### src/rtl/seg_scan_display_pkg.sv
// Shared constants for the seven-segment display blocks: digit count,
// blank pattern and the active-low hex-to-segment table ({g,f,e,d,c,b,a}).
package seg_pkg;

  localparam int         DIGITS    = 4;
  localparam logic [6:0] SEG_BLANK = 7'h7F;

  // Index 0 is the rightmost entry of the concatenation.
  localparam logic [15:0][6:0] HEX_SEG = {
    7'h0E, 7'h06, 7'h21, 7'h46,   // F E d C
    7'h03, 7'h08, 7'h10, 7'h00,   // b A 9 8
    7'h78, 7'h02, 7'h12, 7'h19,   // 7 6 5 4
    7'h30, 7'h24, 7'h79, 7'h40    // 3 2 1 0
  };

endpackage

### src/rtl/seg_scan_display_hex_decode.sv
// Combinational 4-bit to active-low seven-segment decoder.
module seg_hex_decode
  import seg_pkg::*;
(
  input  logic [3:0] nib,
  output logic [6:0] seg
);

  assign seg = HEX_SEG[nib];

endmodule

### src/rtl/seg_scan_display.sv
// Four-digit multiplexed common-anode driver: snapshot register, digit scan,
// leading-zero blanking and a scan-timed carry indicator on the MSD point.
module seg_scan_display
  import seg_pkg::*;
#(
  parameter int DIV        = 50000,
  parameter int HOLD_SCANS = 8
) (
  input  logic        clk,
  input  logic        mr_n,
  input  logic [15:0] din,
  input  logic        upd,
  input  logic        co_in,
  input  logic        blank_lz,
  output logic [3:0]  an,
  output logic [6:0]  seg,
  output logic        dp_n
);

  localparam int PW = (DIV > 2) ? $clog2(DIV) : 1;
  localparam int HW = $clog2(HOLD_SCANS + 1);

  logic [PW-1:0]              pcnt;
  logic [1:0]                 idx;
  logic [DIGITS-1:0][3:0]     shadow;
  logic [HW-1:0]              hold;
  logic                       co_prev;

  logic                       tick, scan_done, co_rise;
  logic [DIGITS-1:0][6:0]     dseg;
  logic [DIGITS-1:0]          blank;
  logic [3:0]                 an_nx;
  logic [6:0]                 seg_nx;
  logic                       dp_nx;

  assign tick      = (pcnt == PW'(DIV - 1));
  assign scan_done = tick && (idx == 2'd3);
  assign co_rise   = co_in && !co_prev;

  // Per-digit decode and blanking: digit k blanks when nibbles k..3 are zero.
  for (genvar g = 0; g < DIGITS; g++) begin : g_lane
    seg_hex_decode u_dec (.nib(shadow[g]), .seg(dseg[g]));
    if (g == 0) begin : g_lsd
      assign blank[g] = 1'b0;
    end else begin : g_upper
      assign blank[g] = blank_lz && (shadow[DIGITS-1:g] == '0);
    end
  end

  always_ff @(posedge clk or negedge mr_n) begin
    if (!mr_n) begin
      pcnt    <= '0;
      idx     <= '0;
      shadow  <= '0;
      co_prev <= 1'b0;
    end else begin
      pcnt    <= tick ? '0 : pcnt + PW'(1);
      if (tick) idx <= idx + 2'd1;
      if (upd)  shadow <= din;
      co_prev <= co_in;
    end
  end

  // A fresh carry event takes priority over the scan-completion decrement.
  always_ff @(posedge clk or negedge mr_n) begin
    if (!mr_n)                         hold <= '0;
    else if (co_rise)                  hold <= HW'(HOLD_SCANS);
    else if (scan_done && hold != '0)  hold <= hold - HW'(1);
  end

  always_comb begin
    an_nx  = ~(4'b0001 << idx);
    seg_nx = blank[idx] ? SEG_BLANK : dseg[idx];
    dp_nx  = !((hold != '0) && (idx == 2'd3));
  end

  always_ff @(posedge clk or negedge mr_n) begin
    if (!mr_n) begin
      an   <= 4'b1111;
      seg  <= SEG_BLANK;
      dp_n <= 1'b1;
    end else begin
      an   <= an_nx;
      seg  <= seg_nx;
      dp_n <= dp_nx;
    end
  end

endmodule

### config.mk
export PLATFORM = sky130hd
export DESIGN_NAME = seg_scan_display
export DESIGN_NICKNAME = d
export VERILOG_FILES = /design/src/rtl/seg_scan_display_pkg.sv /design/src/rtl/seg_scan_display_hex_decode.sv /design/src/rtl/seg_scan_display.sv
export SDC_FILE = /design/constraint.sdc
export NUM_CORES = 1
export LEC_CHECK = 0
export CAP_MARGIN = 0
export CORE_MARGIN = 2
export CORE_UTILIZATION = 30
export CTS_CLUSTER_SIZE = 24
export DETAILED_ROUTE_END_ITERATION = 10
export SYNTH_ARGS = -nofsm -noshare
export SYNTH_HDL_FRONTEND = slang
export SYNTH_SLANG_ARGS = --single-unit
### constraint.sdc
create_clock -name clk -period 2.7 [get_ports clk]
set_input_delay 0.81 -clock clk [delete_from_list [all_inputs] [get_ports clk]]
set_output_delay 0.81 -clock clk [all_outputs]
set_load 0.005 [all_outputs]
==> impl_results.html <==
<table>
<tr><th>Metric</th><th>Value</th></tr>
<tr><th colspan="2">Timing</th></tr>
<tr><td>Share of the clock period used by the worst path after layout</td><td>0.799</td></tr>
<tr><td>Setup TNS Final</td><td>0 ps</td></tr>
<tr><td>Max-slew headroom at the worst pin</td><td>0.554</td></tr>
<tr><td>Slew at the pin with the worst max-slew slack</td><td>669 ps</td></tr>
<tr><td>Final setup violation count</td><td>0</td></tr>
<tr><td>Min Clock Period, post-route</td><td>about 2200 ps</td></tr>
<tr><td>Top achievable clock speed</td><td>~460 MHz</td></tr>
<tr><td>PnR worst setup slack</td><td>around 540 ps</td></tr>
<tr><td>Layout Skew</td><td>6.52 ps</td></tr>
<tr><td>Final-report hold violation count</td><td>0</td></tr>
<tr><td>Pins Over Slew Limit</td><td>0</td></tr>
<tr><td>Setup repair after global routing missed its margin</td><td>false</td></tr>
<tr><th colspan="2">Worst setup path</th></tr>
<tr><td>Worst setup path class</td><td>reg2out</td></tr>
<tr><td>Nature of the critical path endpoint</td><td>output pin</td></tr>
<tr><td>Family of cells with the greatest summed delay on the critical path</td><td>buffers and inverters</td></tr>
<tr><td>Worst Path Buf+Inv</td><td>1</td></tr>
<tr><td>Ordered cell list for the critical path</td><td>clkdlybuf4s50_1</td></tr>
<tr><td>CP Data Required Time</td><td>1890 ps</td></tr>
<tr><td>Worst stage delay on the critical path</td><td>between 500 and 600 ps</td></tr>
<tr><td>Critical path data arrival time</td><td>roughly 1400 ps</td></tr>
<tr><td>Startpoint types</td><td>register</td></tr>
<tr><td>Biggest fanout along the worst timing path</td><td>1</td></tr>
<tr><td>Cell with the biggest individual delay on the critical path</td><td>clkdlybuf4s50_1</td></tr>
<tr><th colspan="2">Finish</th></tr>
<tr><td>Layout net count</td><td>410</td></tr>
<tr><td>Fin area</td><td>4010 µm²</td></tr>
<tr><td>Proportion of layout cells with a drive suffix above 1</td><td>0.159</td></tr>
<tr><td>Diode insertion count for antenna repair</td><td>0</td></tr>
<tr><td>Area delta synth-&gt;final</td><td>17.7%</td></tr>
<tr><th colspan="2">Synthesis</th></tr>
<tr><td>Prevailing post-synth register cell</td><td>dfrtp_1</td></tr>
<tr><td>Number of synthesized flops with an enable pin</td><td>0</td></tr>
<tr><td>Sequential area share after synthesis</td><td>0.379</td></tr>
<tr><td>Total of flip-flops plus latches after synthesis</td><td>51</td></tr>
<tr><td>List of most frequent post-synthesis cells</td><td>dfrtp_1 (39), ha_1 (32), nand2_1 (25), inv_1 (23), nor2_1 (16)</td></tr>
<tr><td>Top-count cell post-synth</td><td>dfrtp_1</td></tr>
<tr><td>Synthesized area per cell</td><td>10.2 µm²</td></tr>
<tr><td>Number of library cell types mapped by synthesis</td><td>55</td></tr>
<tr><td>Ys Warns</td><td>0</td></tr>
<tr><td>Gate count after technology mapping</td><td>333</td></tr>
<tr><td>FFs w/ async S/R, synth</td><td>1.00</td></tr>
<tr><td>Synth Net Count</td><td>386</td></tr>
<tr><td>Post-Syn Area</td><td>3400 µm²</td></tr>
<tr><td>Share of the synthesized area in the top cell type</td><td>0.287</td></tr>
<tr><td>Leading area contributor after synthesis</td><td>dfrtp_1</td></tr>
<tr><td>Most area-consuming cells after synthesis</td><td>dfrtp_1 (29%), ha_1 (12%), dfstp_2 (9.3%), mux2_2 (4.6%), mux2i_1 (4.1%)</td></tr>
<tr><th colspan="2">Global routing</th></tr>
<tr><td>Largest net degree at the start of global routing</td><td>52</td></tr>
<tr><td>Overflow left after global routing</td><td>0</td></tr>
<tr><td>Vias in the first global route</td><td>approximately 2.4k</td></tr>
<tr><td>Global-route total usage across every layer</td><td>0.117</td></tr>
<tr><td>Wire length of the first global-routing pass</td><td>12000 µm</td></tr>
<tr><td>Number of antenna violations at the first check in global routing</td><td>0</td></tr>
<tr><th colspan="2">Run</th></tr>
<tr><td>Max-cap check violation count</td><td>0</td></tr>
<tr><th colspan="2">CTS</th></tr>
<tr><td>CTS buffer count</td><td>5</td></tr>
<tr><td>Clock-pin transition on the worst setup and hold timing paths</td><td>70 ps</td></tr>
<tr><td>Later-pin clock latency in the skew report</td><td>290 ps</td></tr>
<tr><td>CTS Hold Buffers Added</td><td>0</td></tr>
<tr><td>Number of gates given a new drive strength after cts</td><td>0</td></tr>
<tr><td>Clock tree from TritonCTS</td><td>built</td></tr>
<tr><td>Num Clock Sinks</td><td>51</td></tr>
<tr><td>Number of buffers on the longest clock path</td><td>2</td></tr>
<tr><td>Number of H-tree branching levels</td><td>2</td></tr>
<tr><td>Clock root buffer</td><td>clkbuf_16</td></tr>
<tr><td>Number of buffers added for setup after CTS</td><td>0</td></tr>
<tr><th colspan="2">Placement</th></tr>
<tr><td>GP Congestion</td><td>0.801</td></tr>
<tr><td>Total placed instance area</td><td>3830 µm²</td></tr>
<tr><td>Total half-perimeter wirelength after legalization and detailed placement</td><td>around 5000 µm</td></tr>
<tr><td>Setup WS pre-CTS</td><td>368 ps</td></tr>
<tr><td>Count of buffers from port buffering</td><td>32</td></tr>
<tr><th colspan="2">Floorplanning</th></tr>
<tr><td>Effective utilization at floorplan</td><td>0.311</td></tr>
<tr><td>Die width</td><td>111 µm</td></tr>
<tr><td>Number of top-level pins</td><td>33</td></tr>
<tr><td>Standard-cell rows</td><td>38</td></tr>
<tr><td>Full die area</td><td>about 12000 µm²</td></tr>
<tr><td>Die height</td><td>111 µm</td></tr>
<tr><td>Area of the placeable core</td><td>10900 µm²</td></tr>
<tr><th colspan="2">Route</th></tr>
<tr><td>Mean number of vias per cell</td><td>5.00</td></tr>
<tr><td>Routed vias</td><td>~2.5k</td></tr>
<tr><td>Routed len/inst</td><td>14.3 µm</td></tr>
<tr><td>Routed wire length</td><td>7110 µm</td></tr>
<tr><td>Remaining DRCs</td><td>0</td></tr>
<tr><td>Drt first pass iters</td><td>4</td></tr>
<tr><td>Number of antenna-violating nets in the routed design</td><td>0</td></tr>
<tr><td>1st-iter DRT viols</td><td>between 150 and 200</td></tr>
<tr><th colspan="2">Run status</th></tr>
<tr><td>Result of the run</td><td>completed</td></tr>
<tr><th colspan="2">Min path</th></tr>
<tr><td>Hold/Removal Path Class</td><td>reg2reg</td></tr>
<tr><th colspan="2">Power</th></tr>
<tr><td>Worst VDD drop</td><td>roughly 0.00036 V</td></tr>
<tr><td>Leakage component of the power</td><td>1.73 nW</td></tr>
<tr><td>Pwr/cell area</td><td>between 400 and 500 nW/µm²</td></tr>
</table>
-- final cells by class --
type	instances	area, µm²
Fill cell	1126	6930
Multi-Input combinational cell	238	1920
Sequential cell	51	1290
Timing Repair Buffer	37	353
Tap cell	140	175
Clock buffer	6	139
Inverter	24	90.1
Clock inverter	2	38.8
-- power by group --
part           internal, mW  total, mW  switching (mW)
clock network         0.467      0.768           0.301
registers             0.816      0.888          0.0722
logic                 0.195      0.337           0.142
-- routing by layer --
metal,global-route usage,wire length [µm],vias to the layer above
met3,0.0225,249,4
met2,0.193,3290,45
met4,0.0200,29,0
met1,0.162,3540,1219
met5,0,0,-
li1,-,-,1224
-- path summary, 6_finish.rpt --
| check | from | end | slack, ps | cells after the start |
|---|---|---|---|---|
| max | seg[3] | seg[3] | 540 | 1 |
| min | pcnt[0] | pcnt[0] | 510 | 1 |
| max reg2reg | shadow[0] | seg[3] | 560 | 6 |
| min reg2reg | pcnt[0] | pcnt[0] | 510 | 1 |
| max in group asynchronous | mr_n | shadow[9] | 1620 | 2 |
| min in group asynchronous | mr_n | hold[2] | 640 | 2 |
-- registers in the layout, indices dropped and copies added, names as in the netlist --
| signal | count |
|---|---|
| an | 4 |
| co_prev | 1 |
| dp_n | 1 |
| hold | 4 |
| shadow | 16 |
| seg | 7 |
| pcnt | 16 |
| idx | 2 |
-- per-stage QoR --
stage	utilization	power (mW)	hold slack [ps]	cells
after detailed placement	0.350	1.24	502	490
after CTS	0.366	2.01	512	498
after global routing	0.366	2.08	580	498
after floorplan	-	1.11	470	333
final	0.366	1.99	510	498
after global placement	0.350	1.23	505	490
-- cell families (layout without fill, tap and decap cells) --
logic type | after synthesis | count (layout) | share of synthesized area
AND/OR/NAND/NOR | 101 | 101 | 0.169
AO/OA/AOI/OAI | 56 | 56 | 0.111
flip-flops | 51 | 51 | 0.379
buffers and inverters | 44 | 69 | 0.0566
multiplexers | 34 | 34 | 0.127
adder cells (fa/ha/maj) | 32 | 32 | 0.118
XOR/XNOR | 15 | 15 | 0.0386
-- cells in the final DEF, fill, tap and decap left out, types with 9 or more instances in the layout --
| cell type | count |
|---|---|
| nand3_1 | 11 |
| nand2_1 | 25 |
| ha_1 | 32 |
| o21ai_0 | 15 |
| nor2_1 | 16 |
| mux2i_1 | 14 |
| dfstp_2 | 12 |
| dfrtp_1 | 39 |
| a21oi_1 | 9 |
| clkdlybuf4s50_1 | 31 |
| mux2_2 | 14 |
| inv_1 | 23 |
Power figures use the tool's default switching activity.
